===== config.mk =====
export PLATFORM = sky130hd
export DESIGN_NAME = uart_transmitter
export DESIGN_NICKNAME = d
export VERILOG_FILES = /design/src/rtl/uart_transmitter.sv
export SDC_FILE = /design/constraint.sdc
export NUM_CORES = 1
export LEC_CHECK = 0
export CAP_MARGIN = 5
export CORE_MARGIN = 8
export CORE_UTILIZATION = 58
export DETAILED_ROUTE_END_ITERATION = 7
export GPL_TIMING_DRIVEN = 0
export PLACE_DENSITY = 0.85
export SLEW_MARGIN = 40
export SYNTH_ARGS = -nofsm -noshare
export SYNTH_HDL_FRONTEND = slang
export SYNTH_SLANG_ARGS = --single-unit

===== constraint.sdc =====
create_clock -name clk -period 3.2 [get_ports clk]
set_input_delay 0.32 -clock clk [delete_from_list [all_inputs] [get_ports clk]]
set_output_delay 0.32 -clock clk [all_outputs]
set_load 0.01 [all_outputs]

===== src/rtl/uart_transmitter.sv =====
// uart_transmitter: drains 32-bit words from a read FIFO and sends them as
// 8N1 UART frames, most-significant byte first, LSB first within each byte.
// Bytes of one word go out back to back. At least one idle cycle follows each word.
module uart_transmitter #(
  parameter int unsigned UART_BPS      = 'd1_500_000,
  parameter int unsigned CLK_FREQ      = 'd100_000_000,
  parameter int unsigned FIFO_RD_WIDTH = 'd32,
  parameter int unsigned FIFO_RD_BYTE  = 'd4
) (
  input  logic                     clk,
  input  logic                     rst,
  input  logic                     fifo_empty,
  output logic                     fifo_rd_en,
  input  logic [FIFO_RD_WIDTH-1:0] fifo_rd_data,
  output logic                     tx,
  output logic                     busy,
  output logic                     word_done
);

  localparam int unsigned BAUD_CNT_MAX = CLK_FREQ / UART_BPS;
  localparam int unsigned BAUD_W       = (BAUD_CNT_MAX > 1) ? $clog2(BAUD_CNT_MAX) : 1;
  localparam int unsigned BYTE_W       = (FIFO_RD_BYTE > 1) ? $clog2(FIFO_RD_BYTE) : 1;
  localparam logic [BAUD_W-1:0] BAUD_LAST = BAUD_W'(BAUD_CNT_MAX - 1);
  localparam logic [BYTE_W-1:0] BYTE_LAST = BYTE_W'(FIFO_RD_BYTE - 1);
  localparam logic [3:0]        BIT_LAST_DATA = 4'd8;
  localparam logic [3:0]        BIT_STOP      = 4'd9;

  typedef enum logic [1:0] {
    IDLE,
    READ,
    LOAD,
    SEND
  } state_t;

  state_t                   state_q, state_d;
  logic [BAUD_W-1:0]        baud_cnt_q, baud_cnt_d;
  logic [3:0]               bit_idx_q, bit_idx_d;
  logic [BYTE_W-1:0]        byte_idx_q, byte_idx_d;
  logic [FIFO_RD_WIDTH-1:0] word_q, word_d;
  logic                     tx_q, tx_d;
  logic                     rd_en_q, rd_en_d;
  logic                     busy_q, busy_d;
  logic                     done_q, done_d;
  logic [7:0]               cur_byte;
  logic                     bit_end;

  assign bit_end = (baud_cnt_q == BAUD_LAST);

  // Byte of the held word currently being serialised.
  always_comb begin
    cur_byte = '0;
    for (int unsigned i = 0; i < FIFO_RD_BYTE; i++) begin
      if (byte_idx_q == BYTE_W'(i)) cur_byte = word_q[i*8 +: 8];
    end
  end

  // Next-state and next-output logic. tx_d is the level of the bit that
  // starts on the next cycle, so tx is a plain flop with no output decode.
  always_comb begin
    state_d    = state_q;
    baud_cnt_d = baud_cnt_q;
    bit_idx_d  = bit_idx_q;
    byte_idx_d = byte_idx_q;
    word_d     = word_q;
    tx_d       = tx_q;
    rd_en_d    = 1'b0;
    busy_d     = busy_q;
    done_d     = 1'b0;
    unique case (state_q)
      IDLE: begin
        tx_d   = 1'b1;
        busy_d = 1'b0;
        if (!fifo_empty) begin
          state_d = READ;
          rd_en_d = 1'b1;
          busy_d  = 1'b1;
        end
      end
      READ: begin
        state_d = LOAD;
      end
      LOAD: begin
        word_d     = fifo_rd_data;
        byte_idx_d = BYTE_LAST;
        baud_cnt_d = '0;
        bit_idx_d  = '0;
        tx_d       = 1'b0;
        state_d    = SEND;
      end
      SEND: begin
        if (bit_end) begin
          baud_cnt_d = '0;
          if (bit_idx_q == BIT_STOP) begin
            bit_idx_d = '0;
            if (byte_idx_q != '0) begin
              byte_idx_d = byte_idx_q - BYTE_W'(1);
              tx_d       = 1'b0;
            end else begin
              state_d = IDLE;
              tx_d    = 1'b1;
              busy_d  = 1'b0;
              done_d  = 1'b1;
            end
          end else begin
            bit_idx_d = bit_idx_q + 4'd1;
            tx_d      = (bit_idx_q == BIT_LAST_DATA) ? 1'b1 : cur_byte[bit_idx_q[2:0]];
          end
        end else begin
          baud_cnt_d = baud_cnt_q + BAUD_W'(1);
        end
      end
      default: begin
        state_d = IDLE;
      end
    endcase
  end

  // State and output registers; reset forces the line idle immediately.
  always_ff @(posedge clk or posedge rst) begin
    if (rst) begin
      state_q    <= IDLE;
      baud_cnt_q <= '0;
      bit_idx_q  <= '0;
      byte_idx_q <= '0;
      word_q     <= '0;
      tx_q       <= 1'b1;
      rd_en_q    <= 1'b0;
      busy_q     <= 1'b0;
      done_q     <= 1'b0;
    end else begin
      state_q    <= state_d;
      baud_cnt_q <= baud_cnt_d;
      bit_idx_q  <= bit_idx_d;
      byte_idx_q <= byte_idx_d;
      word_q     <= word_d;
      tx_q       <= tx_d;
      rd_en_q    <= rd_en_d;
      busy_q     <= busy_d;
      done_q     <= done_d;
    end
  end

  assign fifo_rd_en = rd_en_q;
  assign tx         = tx_q;
  assign busy       = busy_q;
  assign word_done  = done_q;

endmodule


==> flow_summary.yaml, run 1 <==
clock_tree:
  h-tree-depth: 2
  cts_resized: 0
  cts_tree: "done"
  post_cts_buffers: 0
  cts_num_sinks: 51
  path_clk_slew_ps: 90
  postCtsHoldBufs: 0
  cts_made_buffers: 5
  clock_latency_ps: 300
  clk_path_buf_depth: 2
  root_buffer: "clkbuf_8"
layout:
  fill_cells: 311
  num_antenna_cells: 0
  seq_area_um2: 1280
  syn_to_final_growth_pct: 21.9
  drive_above_1_share_pct: 18.8
  fin_area_um2: 3170
  multiInputGateArea_um2: 1240
  fin_nets: 321
die:
  die_h_um: 82.9
  top_level_ports: 39
  placeableCoreArea_um2: 4320
  initial_utilization_pct: 60.1
  num_rows: 24
  die_area_um2: 6880
  die_w_um: 82.9
grt:
  grt_max_degree: 33
  top_usage_layer: "met2"
  grt_pass1_wl_um: 9160
  grt_pass1_vias: 2007
  grt_use_met1_pct: 18.5
  grt_overflow: 0
  grt_util_met3_pct: 3.52
  antenna_found_initial: 0
  use_met2_pct: 27.0
  grt.total_usage_pct: 15.9
critical_path:
  crit_fanout: 7
  timing_worst_setup_path_type: "reg2reg"
  r2r_start: "baud_cnt_q[1]"
  rr_endpoint: "baud_cnt_q[5]"
  r2r_cells: 7
  required_ps: 3370
  ff2ff_setup_slack_ps: 950
  cp-start-kind: "register"
  cp-end-kind: "register"
  arrival_ps: 2420
  crit_start: "baud_cnt_q[1]"
synthesis:
  yosys.cell_types.count: 44
  synth_fp_nets: 275
  yosys_register_bits: 51
  synth_flop_cell: "dfrtp_1"
  synth-edff-count: 0
  synth_top_area_share_pct: 48.2
  synth_common_cells: "dfrtp_1, mux2_2, o21ai_0"
  yosysTopAreaCell: "dfrtp_1"
  yosys_warnings: 0
  netlist_top_cells_area: "dfrtp_1, mux2_2, ha_1"
  async_reset_ff_share_pct: 100
  synth_area_um2: 2600
  yosysMostFrequentCell: "dfrtp_1"
  yosysSeqAreaShare_pct: 49.2
  syn_avg_cell_area_um2: 11.3
  synthCells: 229
detailed_routing:
  drc: 0
  dr.pass1.iters: 4
  wl_per_cell_um: 16.6
  wl_um: 5440
  via_per_inst: 5.89
  drt-initial-drc-count: 170
  drtAntennaViolNets: 0
  via_count: 1933
placement:
  io_buffers: 38
  place_area_um2: 3070
  gp_congestion: 0.797
  hpwl_um: 4140
sta:
  slew_violations: 0
  finClkSkew_ps: 4.53
  fmax_mhz: 444
  tightest_slew_ps: 724
  hold_viol: 0
  rsz0062_at_grt: "no"
  tns_ps: 0
  fin_crit_sh_pct: 70.4
  setup_viol: 0
  min_period_ps: 2250
  slew_headroom_pct: 51.2
power_and_ir_drop:
  peakVddDrop_mv: 0.442
  power_density_nw_per_um2: 733
  leakage_nw: 1.28
worst_hold_path:
  hold_class: "in2async"
job:
  maxCapViolCount: 0
outcome:
  run_status: "finished clean"
[cells by family (layout without fill, tap and decap cells)]
| group | count (synthesis) | after routing | synth area share [%] |
|---|---|---|---|
| multiplexers | 36 | 36 | 15.5 |
| flip-flops | 51 | 51 | 49.2 |
| buffers and inverters | 22 | 69 | 3.23 |
| AO/OA/AOI/OAI | 60 | 60 | 15.8 |
| XOR/XNOR | 2 | 2 | 0.674 |
| AND/OR/NAND/NOR | 47 | 47 | 10.4 |
| adder cells (fa/ha/maj) | 11 | 11 | 5.30 |
[report_power, final]
part           switching, mW  total [mW]  internal, mW
combinational          0.397       0.866         0.469
clock                  0.198       0.396         0.197
sequential             0.154        1.06         0.903
[through the flow]
stage	setup slack, ps	std cells	hold slack, ps	total power [mW]	utilization, %
after CTS	905	328	307	2.34	73.2
final	948	328	299	2.32	73.2
after floorplan	1250	229	393	1.68	-
after detailed placement	926	320	497	1.94	70.9
after global routing	756	328	326	2.47	73.2
after global placement	702	319	490	1.88	70.4
[sequential cells by signal, indices dropped and copies added, names as in the netlist]
signal      cells
word_q         32
bit_idx_q       4
baud_cnt_q      7
byte_idx_q      2
word_done       1
fifo_rd_en      1
state_q         2
busy            1
tx              1
[worst max-delay path, stage by stage (launching register included)]
cell     delay [ps]
dfrtp_1         430
inv_1            80
ha_1            140
or4b_4          520
o21ai_0         610
nor2b_1          90
o21ai_0         160
o31ai_1          90
[cell usage in the layout (no fill, tap or decap), types with 4 or more instances in the layout]
| master | count |
|---|---|
| clkbuf_8 | 7 |
| o31ai_1 | 5 |
| nand3_1 | 6 |
| o21ai_1 | 4 |
| a221oi_1 | 6 |
| o21ai_0 | 20 |
| inv_1 | 11 |
| clkbuf_1 | 9 |
| a21oi_1 | 5 |
| ha_1 | 11 |
| nor2_1 | 7 |
| nand2_1 | 15 |
| nor2b_1 | 4 |
| mux2_2 | 33 |
| dfrtp_1 | 50 |
| clkdlybuf4s50_1 | 38 |
[per-layer routing]
metal | share of wire [%] | up-vias
met1 | 43 | 951
li1 | - | 924
met4 | 2.2 | 0
met2 | 51 | 46
met3 | 3.5 | 12
met5 | 0 | -
[cell type report]
cell class,instances,area share [%]
Buffer,10,1.23
Inverter,12,1.50
Multi-Input combinational cell,156,39.1
Timing Repair Buffer,39,12.6
Clock buffer,8,3.16
Tap cell,52,2.06
Sequential cell,51,40.4
[worst max path at each step]
stage | slack, ps | cells past startpoint | end
3_3_place_gp | 700 | 2 | baud_cnt_q[3]
2_1_floorplan | 1250 | 7 | state_q[0]
5_1_grt | 760 | 7 | baud_cnt_q[5]
6_report | 950 | 7 | baud_cnt_q[5]
4_1_cts | 910 | 7 | baud_cnt_q[5]
3_5_place_dp | 930 | 7 | baud_cnt_q[5]
Note: power is estimated with default switching activity, not from simulation.
==> run 2: changes to the inputs <==
- CORE_UTILIZATION: 58 -> 54
- PLACE_DENSITY: 0.85 -> 0.8
- clock period: 3.2 -> 2.25 ns (I/O delays scaled with it)
==> flow_summary.yaml, run 2 (synthesized netlist as in run 1, its figures left out) <==
clock_tree:
  root_buffer: "clkbuf_8"
  clock_latency_ps: 300
  cts_made_buffers: 5
  cts_tree: "done"
  path_clk_slew_ps: 90
  clk_path_buf_depth: 2
  post_cts_buffers: 0
  cts_num_sinks: 51
  h-tree-depth: 2
  postCtsHoldBufs: 0
sta:
  setup_viol: 0
  rsz0062_at_grt: "no"
  fin_crit_sh_pct: 94.6
  setup_ws_ps: 121
  fmax_mhz: 470
  hold_viol: 0
  slew_violations: 0
  min_period_ps: 2130
  slew_headroom_pct: 63.6
  tightest_slew_ps: 546
  finClkSkew_ps: 7.39
critical_path:
  arrival_ps: 2340
  crit_family: "simple AND/OR/NAND/NOR gates"
  cp_cell_sequence: "inv_1, ha_1, or4b_4, nor2_4, a21oi_1, or3_1, o31ai_1"
  ff2ff_setup_slack_ps: 120
  crit_fanout: 9
  r2r_cells: 7
  max_stage_delay_ps: 510
  crit_path_end: "tx"
  crit_slowest_cell: "or4b_4"
  timing_worst_setup_path_type: "reg2reg"
  rr_endpoint: "tx"
  cp-end-kind: "register"
  crit_start: "baud_cnt_q[1]"
  r2r_start: "baud_cnt_q[1]"
  crit_cells: 7
  path_buf_inv: 1
  cp-start-kind: "register"
  required_ps: 2460
grt:
  grt_pass1_vias: 1988
  grt_util_met3_pct: 3.47
  grt_pass1_wl_um: 9230
  grt_overflow: 0
  grt.total_usage_pct: 15.7
  grt_use_met1_pct: 20.0
  use_met2_pct: 25.1
  antenna_found_initial: 0
  grt_max_degree: 27
  top_usage_layer: "met2"
die:
  initial_utilization_pct: 55.4
  die_h_um: 85.4
  die_area_um2: 7290
  placeableCoreArea_um2: 4690
  die_w_um: 85.4
  top_level_ports: 39
  num_rows: 25
layout:
  num_antenna_cells: 0
  syn_to_final_growth_pct: 22.0
  layout_common_cells: "dfrtp_1, clkdlybuf4s50_1, mux2_2"
  fin_area_um2: 3170
  largest-register: "word_q"
  fill_cells: 372
  final_common_cell: "dfrtp_1"
  fin_nets: 321
  largest_register_ffs: 32
  finalNonFillerCells: 330
  top_regs: "word_q: 32 flops, baud_cnt_q: 7 flops, bit_idx_q: 4 flops"
  drive_above_1_share_pct: 19.6
detailed_routing:
  wl_um: 5280
  drc: 0
  via_count: 1890
  wl_per_cell_um: 16.0
  drt-initial-drc-count: 101
  dr.pass1.iters: 4
  drtAntennaViolNets: 0
  via_per_inst: 5.73
placement:
  pre_cts_ws_ps: -5.37
  place_area_um2: 3070
  gp_congestion: 0.821
  io_buffers: 38
  place_inst: 322
  hpwl_um: 4030
outcome:
  run_status: "finished clean"
worst_hold_path:
  hold_class: "in2async"
job:
  maxCapViolCount: 0
power_and_ir_drop:
  power_density_nw_per_um2: 1030
  peakVddDrop_mv: 0.585
  leakage_nw: 1.28
-- run 2: cell types whose count changed in the layout (fill, tap and decap cells not counted) --
cell	change
clkbuf_1	-2
clkbuf_8	-1
o21ai_1	+1
clkbuf_2	+1
clkinvlp_4	+1
o21ai_0	-1
clkinv_4	+1
-- run 2: layout make-up --
type | count | area, um^2 | share of cell area, %
Multi-Input combinational cell | 156 | 1240 | 39.0
Buffer | 10 | 40.0 | 1.26
Sequential cell | 51 | 1280 | 40.3
Clock inverter | 2 | 16.3 | 0.513
Inverter | 12 | 47.5 | 1.50
Clock buffer | 6 | 82.6 | 2.61
Timing Repair Buffer | 39 | 400 | 12.6
Tap cell | 54 | 67.6 | 2.13
-- run 2: timing repair --
| action | CTS | global route |
|---|---|---|
| gates cloned | 0 | 0 |
| resized for setup | 1 | 2 |
| endpoints found under the setup margin | 1 | 1 |
| hold endpoints to repair | 0 | 0 |
-- run 2: metrics by stage --
stage	TNS (ps)	utilization (%)	hold WS, ps	total power, mW
after CTS	0	67.5	243	3.29
after floorplan	0	-	298	2.38
after global placement	-8570	64.9	488	2.68
after detailed placement	-5.37	65.4	495	2.74
final	0	67.5	232	3.27
after global routing	0	67.5	253	3.50
-- run 2: report_power, final --
part	switching, mW	internal (mW)
Clock	0.304	0.251
Combinational	0.559	0.667
Sequential	0.208	1.28
Total	1.07	2.20
-- run 2: how the worst min path moves through the flow --
| stage | endpoint | slack [ps] |
|---|---|---|
| floorplan | fifo_rd_en | 300 |
| global placement | word_q[17] | 490 |
| detailed placement | word_q[16] | 490 |
| CTS | word_q[1] | 240 |
| global route | word_q[9] | 250 |
| finish | word_q[1] | 230 |
-- run 2: layer usage --
layer	routed length, um	share of wire, %
met1	2470	47
met2	2440	46
met3	250	4.7
met4	122	2.3
met5	0	0
